File: src/rtl/splitter_pkg.sv
// ---------------------------------------------------------------------------
// splitter_pkg
//   Shared constants and types for the six-way output splitter.
//
//   SAMPLE_W    : sample width (signed)
//   COEFF_W     : coefficient width (signed Q4.12)
//   FRAC_BITS   : fractional bits in a coefficient
//   PROD_W      : full product width
//   NUM_CH      : number of output channels (a..f)
//   SAT_MAX/MIN : saturation limits of a SAMPLE_W signed value
//   COEFF_UNITY : 1.0 in Q4.12
//   state_t     : sequencer states IDLE / PRE / CH / HOLD
// ---------------------------------------------------------------------------
package splitter_pkg;

    localparam int SAMPLE_W  = 24;
    localparam int COEFF_W   = 16;
    localparam int FRAC_BITS = 12;
    localparam int PROD_W    = SAMPLE_W + COEFF_W;
    localparam int NUM_CH    = 6;

    localparam logic [SAMPLE_W-1:0] SAT_MAX     = 24'h7FFFFF;
    localparam logic [SAMPLE_W-1:0] SAT_MIN     = 24'h800000;
    localparam logic [COEFF_W-1:0]  COEFF_UNITY = 16'h1000;

    typedef enum logic [1:0] {
        IDLE = 2'd0,
        PRE  = 2'd1,
        CH   = 2'd2,
        HOLD = 2'd3
    } state_t;

endpackage

File: src/rtl/splitter_6_if.sv
// ---------------------------------------------------------------------------
// splitter_6_if
//   Bus bundle for splitter_6: input handshake, coefficient set, output
//   handshake and the six scaled channel samples.
//
//   Handshake rule (both sides): a beat transfers on a rising clock edge
//   where valid and ready are both high. The sender holds its data and
//   valid until that edge; ready may be deasserted at any time and valid
//   never depends on ready.
//
//   slave  modport : used by splitter_6
//   master modport : used by the sender / sink (mixer, DAC side, bench)
// ---------------------------------------------------------------------------
interface splitter_6_if;
    import splitter_pkg::*;

    logic [SAMPLE_W-1:0] in_sample;
    logic                in_valid;
    logic                in_ready;

    logic [COEFF_W-1:0]  pre_coeff;
    logic [COEFF_W-1:0]  coeff_a;
    logic [COEFF_W-1:0]  coeff_b;
    logic [COEFF_W-1:0]  coeff_c;
    logic [COEFF_W-1:0]  coeff_d;
    logic [COEFF_W-1:0]  coeff_e;
    logic [COEFF_W-1:0]  coeff_f;

    logic [SAMPLE_W-1:0] out_a;
    logic [SAMPLE_W-1:0] out_b;
    logic [SAMPLE_W-1:0] out_c;
    logic [SAMPLE_W-1:0] out_d;
    logic [SAMPLE_W-1:0] out_e;
    logic [SAMPLE_W-1:0] out_f;
    logic                out_valid;
    logic                out_ready;
    logic [6:0]          ovf_flags;

    modport slave (
        input  in_sample, in_valid, pre_coeff,
        input  coeff_a, coeff_b, coeff_c, coeff_d, coeff_e, coeff_f,
        input  out_ready,
        output in_ready,
        output out_a, out_b, out_c, out_d, out_e, out_f,
        output out_valid, ovf_flags
    );

    modport master (
        output in_sample, in_valid, pre_coeff,
        output coeff_a, coeff_b, coeff_c, coeff_d, coeff_e, coeff_f,
        output out_ready,
        input  in_ready,
        input  out_a, out_b, out_c, out_d, out_e, out_f,
        input  out_valid, ovf_flags
    );

endinterface

File: src/rtl/splitter_6_q412_scale_sat.sv
// ---------------------------------------------------------------------------
// q412_scale_sat
//   Combinational y = sat24((x * c) >> FRAC_BITS) for a signed sample and a
//   signed Q4.12 coefficient. The shift is arithmetic (floor toward -inf).
//
//   Build option: SPLITTER_ROUND_EN -- when defined, half an LSB of the
//   result (2^(FRAC_BITS-1)) is added to the product before the shift,
//   giving round-half-up instead of floor.
//
//   Ports:
//     x   in  SAMPLE_W  signed sample
//     c   in  COEFF_W   signed Q4.12 coefficient
//     y   out SAMPLE_W  scaled, saturated sample
//     ovf out 1         high when y was clamped
// ---------------------------------------------------------------------------
module q412_scale_sat
    import splitter_pkg::*;
(
    input  logic signed [SAMPLE_W-1:0] x,
    input  logic signed [COEFF_W-1:0]  c,
    output logic        [SAMPLE_W-1:0] y,
    output logic                       ovf
);

`ifdef SPLITTER_ROUND_EN
    localparam logic signed [PROD_W-1:0] ROUND_BIAS = PROD_W'(64'd1 << (FRAC_BITS-1));
`else
    localparam logic signed [PROD_W-1:0] ROUND_BIAS = '0;
`endif

    // Limits sign-extended to the product width for a signed compare.
    localparam logic signed [PROD_W-1:0] LIM_HI = PROD_W'(signed'(SAT_MAX));
    localparam logic signed [PROD_W-1:0] LIM_LO = PROD_W'(signed'(SAT_MIN));

    logic signed [PROD_W-1:0] prod;
    logic signed [PROD_W-1:0] biased;
    logic signed [PROD_W-1:0] shifted;

    always_comb begin
        // Both operands signed: extended to PROD_W before multiplying.
        // |x*c| <= 2^38 so adding the bias can never wrap.
        prod    = x * c;
        biased  = prod + ROUND_BIAS;
        shifted = biased >>> FRAC_BITS;
        y       = shifted[SAMPLE_W-1:0];
        ovf     = 1'b0;
        if (shifted > LIM_HI) begin
            y   = SAT_MAX;
            ovf = 1'b1;
        end else if (shifted < LIM_LO) begin
            y   = SAT_MIN;
            ovf = 1'b1;
        end
    end

endmodule

File: src/rtl/splitter_6.sv
// ---------------------------------------------------------------------------
// splitter_6
//   Six-way output splitter. Accepts one signed mixed sample, applies a
//   pre-gain, then six per-channel gains (a..f), all signed Q4.12. One
//   shared q412_scale_sat instance is time-multiplexed by the sequencer:
//     IDLE : in_ready high, waits for a sample
//     PRE  : pre = scale(sample, pre_coeff)
//     CH   : res[idx] = scale(pre, coeff[idx]), idx = 0..5
//     HOLD : first cycle loads outputs and raises out_valid; then waits
//            for out_ready
//   out_valid rises 8 edges after the accept edge.
//
//   Build option: SPLITTER_ROUND_EN (see q412_scale_sat).
//
//   Ports:
//     clk       in  system clock
//     reset     in  synchronous, active-high reset
//     bus       splitter_6_if.slave (samples, coefficients, handshakes,
//               ovf_flags: [6] pre-gain saturated, [5:0] channel f..a)
//     dbg_state out current sequencer state
// ---------------------------------------------------------------------------
module splitter_6
    import splitter_pkg::*;
(
    input  logic              clk,
    input  logic              reset,
    splitter_6_if.slave       bus,
    output state_t            dbg_state
);

    state_t state;
    logic [2:0] idx;

    // Operands captured at accept; later coefficient writes do not reach
    // the sample in flight.
    logic signed [SAMPLE_W-1:0] samp_r;
    logic signed [COEFF_W-1:0]  pre_c_r;
    logic signed [COEFF_W-1:0]  coef_r [NUM_CH];

    logic signed [SAMPLE_W-1:0] pre_r;
    logic                       pre_ovf_r;
    logic        [SAMPLE_W-1:0] res_r  [NUM_CH];
    logic        [NUM_CH-1:0]   res_ovf_r;

    logic        [SAMPLE_W-1:0] out_r  [NUM_CH];
    logic        [6:0]          ovf_r;
    logic                       out_valid_r;
    logic                       in_ready_r;

    // Shared scaler with its operand mux.
    logic signed [SAMPLE_W-1:0] op_x;
    logic signed [COEFF_W-1:0]  op_c;
    logic        [SAMPLE_W-1:0] sc_y;
    logic                       sc_ovf;

    always_comb begin
        op_x = pre_r;
        op_c = coef_r[0];
        if (state == PRE) begin
            op_x = samp_r;
            op_c = pre_c_r;
        end else begin
            case (idx)
                3'd0:    op_c = coef_r[0];
                3'd1:    op_c = coef_r[1];
                3'd2:    op_c = coef_r[2];
                3'd3:    op_c = coef_r[3];
                3'd4:    op_c = coef_r[4];
                default: op_c = coef_r[5];
            endcase
        end
    end

    q412_scale_sat u_scale (
        .x   (op_x),
        .c   (op_c),
        .y   (sc_y),
        .ovf (sc_ovf)
    );

    always_ff @(posedge clk) begin
        if (reset) begin
            state       <= IDLE;
            idx         <= '0;
            in_ready_r  <= 1'b0;
            out_valid_r <= 1'b0;
            ovf_r       <= '0;
            samp_r      <= '0;
            pre_c_r     <= '0;
            pre_r       <= '0;
            pre_ovf_r   <= 1'b0;
            res_ovf_r   <= '0;
            for (int i = 0; i < NUM_CH; i++) begin
                coef_r[i] <= '0;
                res_r[i]  <= '0;
                out_r[i]  <= '0;
            end
        end else begin
            case (state)
                IDLE: begin
                    in_ready_r <= 1'b1;
                    if (bus.in_valid && in_ready_r) begin
                        samp_r     <= bus.in_sample;
                        pre_c_r    <= bus.pre_coeff;
                        coef_r[0]  <= bus.coeff_a;
                        coef_r[1]  <= bus.coeff_b;
                        coef_r[2]  <= bus.coeff_c;
                        coef_r[3]  <= bus.coeff_d;
                        coef_r[4]  <= bus.coeff_e;
                        coef_r[5]  <= bus.coeff_f;
                        in_ready_r <= 1'b0;
                        state      <= PRE;
                    end
                end
                PRE: begin
                    // Channels are scaled from the saturated pre value.
                    pre_r     <= sc_y;
                    pre_ovf_r <= sc_ovf;
                    idx       <= '0;
                    state     <= CH;
                end
                CH: begin
                    res_r[idx]     <= sc_y;
                    res_ovf_r[idx] <= sc_ovf;
                    if (idx == 3'(NUM_CH - 1)) begin
                        state <= HOLD;
                    end else begin
                        idx <= idx + 3'd1;
                    end
                end
                HOLD: begin
                    if (!out_valid_r) begin
                        // Load cycle: all six results and flags move together.
                        for (int i = 0; i < NUM_CH; i++) begin
                            out_r[i] <= res_r[i];
                        end
                        ovf_r       <= {pre_ovf_r, res_ovf_r};
                        out_valid_r <= 1'b1;
                    end else if (bus.out_ready) begin
                        out_valid_r <= 1'b0;
                        in_ready_r  <= 1'b1;
                        state       <= IDLE;
                    end
                end
                default: state <= IDLE;
            endcase
        end
    end

    assign bus.in_ready  = in_ready_r;
    assign bus.out_valid = out_valid_r;
    assign bus.ovf_flags = ovf_r;
    assign bus.out_a     = out_r[0];
    assign bus.out_b     = out_r[1];
    assign bus.out_c     = out_r[2];
    assign bus.out_d     = out_r[3];
    assign bus.out_e     = out_r[4];
    assign bus.out_f     = out_r[5];
    assign dbg_state     = state;

endmodule

File: src/flat_wrapper.sv
// flat-port wrapper written by rule: the top's interface ports become plain ports
module splitter_6_flat import splitter_pkg::*;
  (clk, reset, dbg_state, bus_in_sample, bus_in_valid, bus_pre_coeff, bus_coeff_a, bus_coeff_b, bus_coeff_c, bus_coeff_d, bus_coeff_e, bus_coeff_f, bus_out_ready, bus_in_ready, bus_out_a, bus_out_b, bus_out_c, bus_out_d, bus_out_e, bus_out_f, bus_out_valid, bus_ovf_flags);
  splitter_6_if bus_i ();
  input  logic clk;
  input  logic reset;
  output state_t dbg_state;
  input wire logic [$bits(bus_i.in_sample)-1:0] bus_in_sample;
  input wire logic [$bits(bus_i.in_valid)-1:0] bus_in_valid;
  input wire logic [$bits(bus_i.pre_coeff)-1:0] bus_pre_coeff;
  input wire logic [$bits(bus_i.coeff_a)-1:0] bus_coeff_a;
  input wire logic [$bits(bus_i.coeff_b)-1:0] bus_coeff_b;
  input wire logic [$bits(bus_i.coeff_c)-1:0] bus_coeff_c;
  input wire logic [$bits(bus_i.coeff_d)-1:0] bus_coeff_d;
  input wire logic [$bits(bus_i.coeff_e)-1:0] bus_coeff_e;
  input wire logic [$bits(bus_i.coeff_f)-1:0] bus_coeff_f;
  input wire logic [$bits(bus_i.out_ready)-1:0] bus_out_ready;
  output wire logic [$bits(bus_i.in_ready)-1:0] bus_in_ready;
  output wire logic [$bits(bus_i.out_a)-1:0] bus_out_a;
  output wire logic [$bits(bus_i.out_b)-1:0] bus_out_b;
  output wire logic [$bits(bus_i.out_c)-1:0] bus_out_c;
  output wire logic [$bits(bus_i.out_d)-1:0] bus_out_d;
  output wire logic [$bits(bus_i.out_e)-1:0] bus_out_e;
  output wire logic [$bits(bus_i.out_f)-1:0] bus_out_f;
  output wire logic [$bits(bus_i.out_valid)-1:0] bus_out_valid;
  output wire logic [$bits(bus_i.ovf_flags)-1:0] bus_ovf_flags;
  assign bus_i.in_sample = bus_in_sample;
  assign bus_i.in_valid = bus_in_valid;
  assign bus_i.pre_coeff = bus_pre_coeff;
  assign bus_i.coeff_a = bus_coeff_a;
  assign bus_i.coeff_b = bus_coeff_b;
  assign bus_i.coeff_c = bus_coeff_c;
  assign bus_i.coeff_d = bus_coeff_d;
  assign bus_i.coeff_e = bus_coeff_e;
  assign bus_i.coeff_f = bus_coeff_f;
  assign bus_i.out_ready = bus_out_ready;
  assign bus_in_ready = bus_i.in_ready;
  assign bus_out_a = bus_i.out_a;
  assign bus_out_b = bus_i.out_b;
  assign bus_out_c = bus_i.out_c;
  assign bus_out_d = bus_i.out_d;
  assign bus_out_e = bus_i.out_e;
  assign bus_out_f = bus_i.out_f;
  assign bus_out_valid = bus_i.out_valid;
  assign bus_ovf_flags = bus_i.ovf_flags;
  splitter_6 u_core (.clk(clk), .reset(reset), .bus(bus_i), .dbg_state(dbg_state));
endmodule
File: config.mk
export PLATFORM = sky130hd
export DESIGN_NAME = splitter_6_flat
export DESIGN_NICKNAME = d
export VERILOG_FILES = /design/src/rtl/splitter_pkg.sv /design/src/rtl/splitter_6_if.sv /design/src/rtl/splitter_6_q412_scale_sat.sv /design/src/rtl/splitter_6.sv /design/src/flat_wrapper.sv
export SDC_FILE = /design/constraint.sdc
export NUM_CORES = 2
export LEC_CHECK = 0
export ABC_AREA = 1
export BUFFER_PORTS_ARGS = -buffer_cell sky130_fd_sc_hd__buf_2
export CORE_MARGIN = 1.5
export CORE_UTILIZATION = 55
export CTS_BUF_LIST = sky130_fd_sc_hd__clkbuf_8 sky130_fd_sc_hd__clkbuf_16
export CTS_CLUSTER_SIZE = 20
export DETAILED_ROUTE_END_ITERATION = 16
export PLACE_DENSITY_LB_ADDON = 0.08
export SYNTH_ARGS = -nofsm -noshare
export SYNTH_HDL_FRONTEND = slang
export SYNTH_SLANG_ARGS = --single-unit
File: constraint.sdc
create_clock -name clk -period 7.62 [get_ports clk]
set_input_delay 1.524 -clock clk [delete_from_list [all_inputs] [get_ports clk]]
set_output_delay 1.524 -clock clk [all_outputs]
set_load 0.005 [all_outputs]
==> run summary <==
The run finished, with violations left. The checks that failed: setup timing. 295 I/O pins were placed. The largest fanout on the critical path is 6. STA classifies the critical path endpoint as a register. The max-slew violation count came out at 0. Of the available clock period, the critical path in the final layout requires 106%. For the worst-skew pair, the clock arrives at the later sink with an insertion delay of 600 ps.

sky130_fd_sc_hd__inv_1 is the most common cell in the netlist. The longest clock path from root to sink contains 3 buffers. The clock root buffer is sky130_fd_sc_hd__clkbuf_16. The congestion estimate from routability-driven global placement came to 1.01. The area of the placeable core came out at 0.0588 mm2. After Yosys synthesis, full adders, half adders and majority gates account for 26.9% of the synthesized area. The proportion of layout cells with a drive suffix above 1 was 29.9%. The worst pin sits at a relative slew slack of 11.0%.

Measured against the total synthesized area, the mux share comes to 0%. Hold timing on the final database bottoms out at a slack of 472 ps. The overall overflow remaining after global route came out at 0. Across all register-to-register paths, the minimum setup slack is -450 ps.

For this run, the top clock speed supported by timing is 124 MHz. Across the run, the number of max-cap violations was 0. The synthesized netlist devotes 5.10% of its cell area to compound gates.

The logs give -451 ps for the worst-case setup margin in the final layout and 0.0170 mm2 for the area of the multi-input gates. Synthesis produced a netlist with a net count of 4023. From left edge to right edge, the die measures 247 um. Input and output buffers added on the ports amount to 294. The first detailed-routing pass took 6 iterations. Sorting the synthesized cells by area gives the leading types as sky130_fd_sc_hd__edfxtp_1 35%, sky130_fd_sc_hd__fa_1 23%, sky130_fd_sc_hd__inv_1 9.8%, sky130_fd_sc_hd__nor2_1 6.2%, sky130_fd_sc_hd__dfxtp_1 5.2%. The via count of the first global-routing pass is 25573, and the actual slew at the worst max-slew pin is 1330 ps. In this run the vertical extent of the chip is 247 um. The setup-violating endpoint count in the final report is 171. The run gives 51 as the unique cell type count in the Yosys netlist. In this run the cell area of the synthesized design comes to 0.0327 mm2.

The clock slew at the register clock pins of the worst setup and hold paths works out to 60 ps. The critical path is of the reg2reg type. Registers take 0.0132 mm2. Once layout is complete, the cells apart from fillers number 4930.

Number of hold buffers added after CTS: 0. The top cell type by total area after synthesis was sky130_fd_sc_hd__edfxtp_1. Cell type of the slowest stage on the worst timing path: sky130_fd_sc_hd__fa_2. The maximum number of pins on one net before global-route repair was 152; the portion of synthesized cell area occupied by the leading cell type was 35.3%. Of the synthesized area, sequential elements account for 40.5%. Counting the fill cells in the layout gives 4442.

The logs give 75300 um for the sum of net half-perimeters after detailed placement and 144000 um for the wire length of the first global-routing pass. The die covers 0.0608 mm2. In this run, synthesis produced a sequential element count of 469. The cell count after synthesis was 3406; the area added between synthesis and finish was 28.4%. Buffers inserted during clock tree synthesis total 47.

By area, the combinational part of the netlist is dominated by adder cells. The clock period minus final worst setup slack came out at 8070 ps. Cell depth of the worst flop-to-flop path: 39.

Of all flip-flops after synthesis, the portion carrying an async set or reset was 0%. The H-tree was split into 2 levels. The tightest min-delay check is of the reg2reg type. The element type at the critical path start is a register. The initial core utilization was 55.5%; the placement row count was 89. After synthesis, the most frequently instantiated cells are 851 x sky130_fd_sc_hd__inv_1, 538 x sky130_fd_sc_hd__nor2_1, 437 x sky130_fd_sc_hd__nand2_1. Final hold violation count: 0.

The DRC violation total after the first TritonRoute iteration came out at 1716. For the worst setup path, the data required time is 7900 ps. The most used flip-flop cell after synthesis is sky130_fd_sc_hd__edfxtp_1. The cell depth of the worst min-delay path is 2. The number of flops mapped to enable cells by yosys was 384. The final net count was 4733; the antenna violation net count after detailed routing was 0. The largest single stage delay on the critical path is 660 ps. The sum of negative setup slack is -64360 ps. The final layout contains routed wiring with a total length of 96300 um. The post-detailed-route via-to-cell ratio was 5.06. TritonCTS built the clock tree. The run gives 1 as the number of antenna violations at the first check in global routing.

The average wire per standard cell was 19.5 um; the number of remaining DRC errors was 0. A synthesized cell averages 9.59 um2. Global routing consumed, over all layers together, 31.6% of the routing resources. The number of warnings printed during yosys synthesis came out at 0.

Via count: 24952. The total clock sinks was 469; the xor/xnor share of the synthesized area was 0.935%. At the worst endpoint, the arrival time is 8360 ps.

Setup repair after global routing could not meet its margin everywhere. The basic-gate share of the synthesized area counting and, or, nand and nor cells was 14.9%. The logs give 4770 for the cell count after placement and 47.5 ps for the setup clock skew after layout.
==> critical path, delay by kind of cell, from the launching register on <==
kind | cells | cell delay, ps
adder cells (fa/ha/maj) | 9 | 3870
AO/OA/AOI/OAI | 3 | 260
XOR/XNOR | 1 | 180
AND/OR/NAND/NOR | 16 | 1860
flip-flops | 1 | 380
buffers and inverters | 10 | 1180
==> per-layer routing <==
metal	part of all wire [%]	vias up	track usage, %
met5	0	-	0
met3	7.4	156	6.83
met2	48	867	51.9
li1	-	11682	-
met4	3.5	0	11.1
met1	41	12247	41.7
==> registers in the layout, summed over array words and instances, names as in the netlist <==
name and cells:
u_core.res_ovf_r 6, u_core.bus.out_valid 1, u_core.pre_r 24, u_core.out_r 144
u_core.bus.ovf_flags 7, u_core.bus.in_ready 1, u_core.coef_r 96, u_core.dbg_state 2
u_core.pre_ovf_r 1, u_core.pre_c_r 16, u_core.samp_r 24, u_core.idx 3
u_core.res_r 144
==> layout make-up <==
| class | count | share of cell area [%] |
|---|---|---|
| multi-input cells | 1932 | 40.6 |
| well taps | 773 | 2.31 |
| inverters | 889 | 8.06 |
| repair buffers | 777 | 13.7 |
| diodes | 2 | 0.0119 |
| clock buffers | 48 | 2.87 |
| clock inverters | 40 | 0.788 |
| flip-flops and latches | 469 | 31.6 |
==> timing repair <==
action                                  CTS  global route
buffers inserted                         34            31
pin swaps                                44            78
cloned                                    5             1
endpoints found under the setup margin  175           175
hold endpoints to repair                  0             0
resized for setup                       220           159
==> layout by cell type, fill, tap and decap left out, types with 43 or more instances in the layout <==
| cell type | netlist | routed |
|---|---|---|
| sky130_fd_sc_hd__nor2_1 | 538 | 493 |
| sky130_fd_sc_hd__nand2_4 | 33 | 51 |
| sky130_fd_sc_hd__dfxtp_1 | 85 | 82 |
| sky130_fd_sc_hd__inv_1 | 851 | 843 |
| sky130_fd_sc_hd__buf_4 | 2 | 413 |
| sky130_fd_sc_hd__edfxtp_1 | 384 | 384 |
| sky130_fd_sc_hd__nand2_1 | 437 | 385 |
| sky130_fd_sc_hd__clkbuf_16 | 0 | 48 |
| sky130_fd_sc_hd__o22ai_1 | 45 | 43 |
| sky130_fd_sc_hd__buf_2 | 3 | 295 |
| sky130_fd_sc_hd__nor2_2 | 56 | 82 |
| sky130_fd_sc_hd__ha_1 | 104 | 80 |
| sky130_fd_sc_hd__a21oi_1 | 81 | 57 |
| sky130_fd_sc_hd__fa_1 | 373 | 348 |
==> per-stage QoR <==
stage                     utilization, %  setup slack (ps)  area [um2]
after floorplan                        -              3.36       32700
after global placement              64.9              -948       38200
after detailed placement            64.9             -1100       38200
after CTS                           69.7              -381       41000
after global routing                71.3              -762       41900
final                               71.3              -451       41900
==> path summary, 6_finish.rpt <==
| path | start | endpoint |
|---|---|---|
| max | u_core.idx[0] | u_core.res_r[4][13] |
| min | u_core.bus.ovf_flags[5] | u_core.bus.ovf_flags[5] |
| max reg2reg | u_core.idx[0] | u_core.res_r[4][13] |
| min reg2reg | u_core.bus.ovf_flags[5] | u_core.bus.ovf_flags[5] |
==> kinds of logic after synthesis <==
logic type,count (synthesis)
AO/OA/AOI/OAI,276
buffers and inverters,1006
AND/OR/NAND/NOR,1144
flip-flops,469
adder cells (fa/ha/maj),477
XOR/XNOR,34
Power is left out: the tool's default activity adds up to more than one toggle a clock period on the data nets, which glitch-free logic cannot reach.
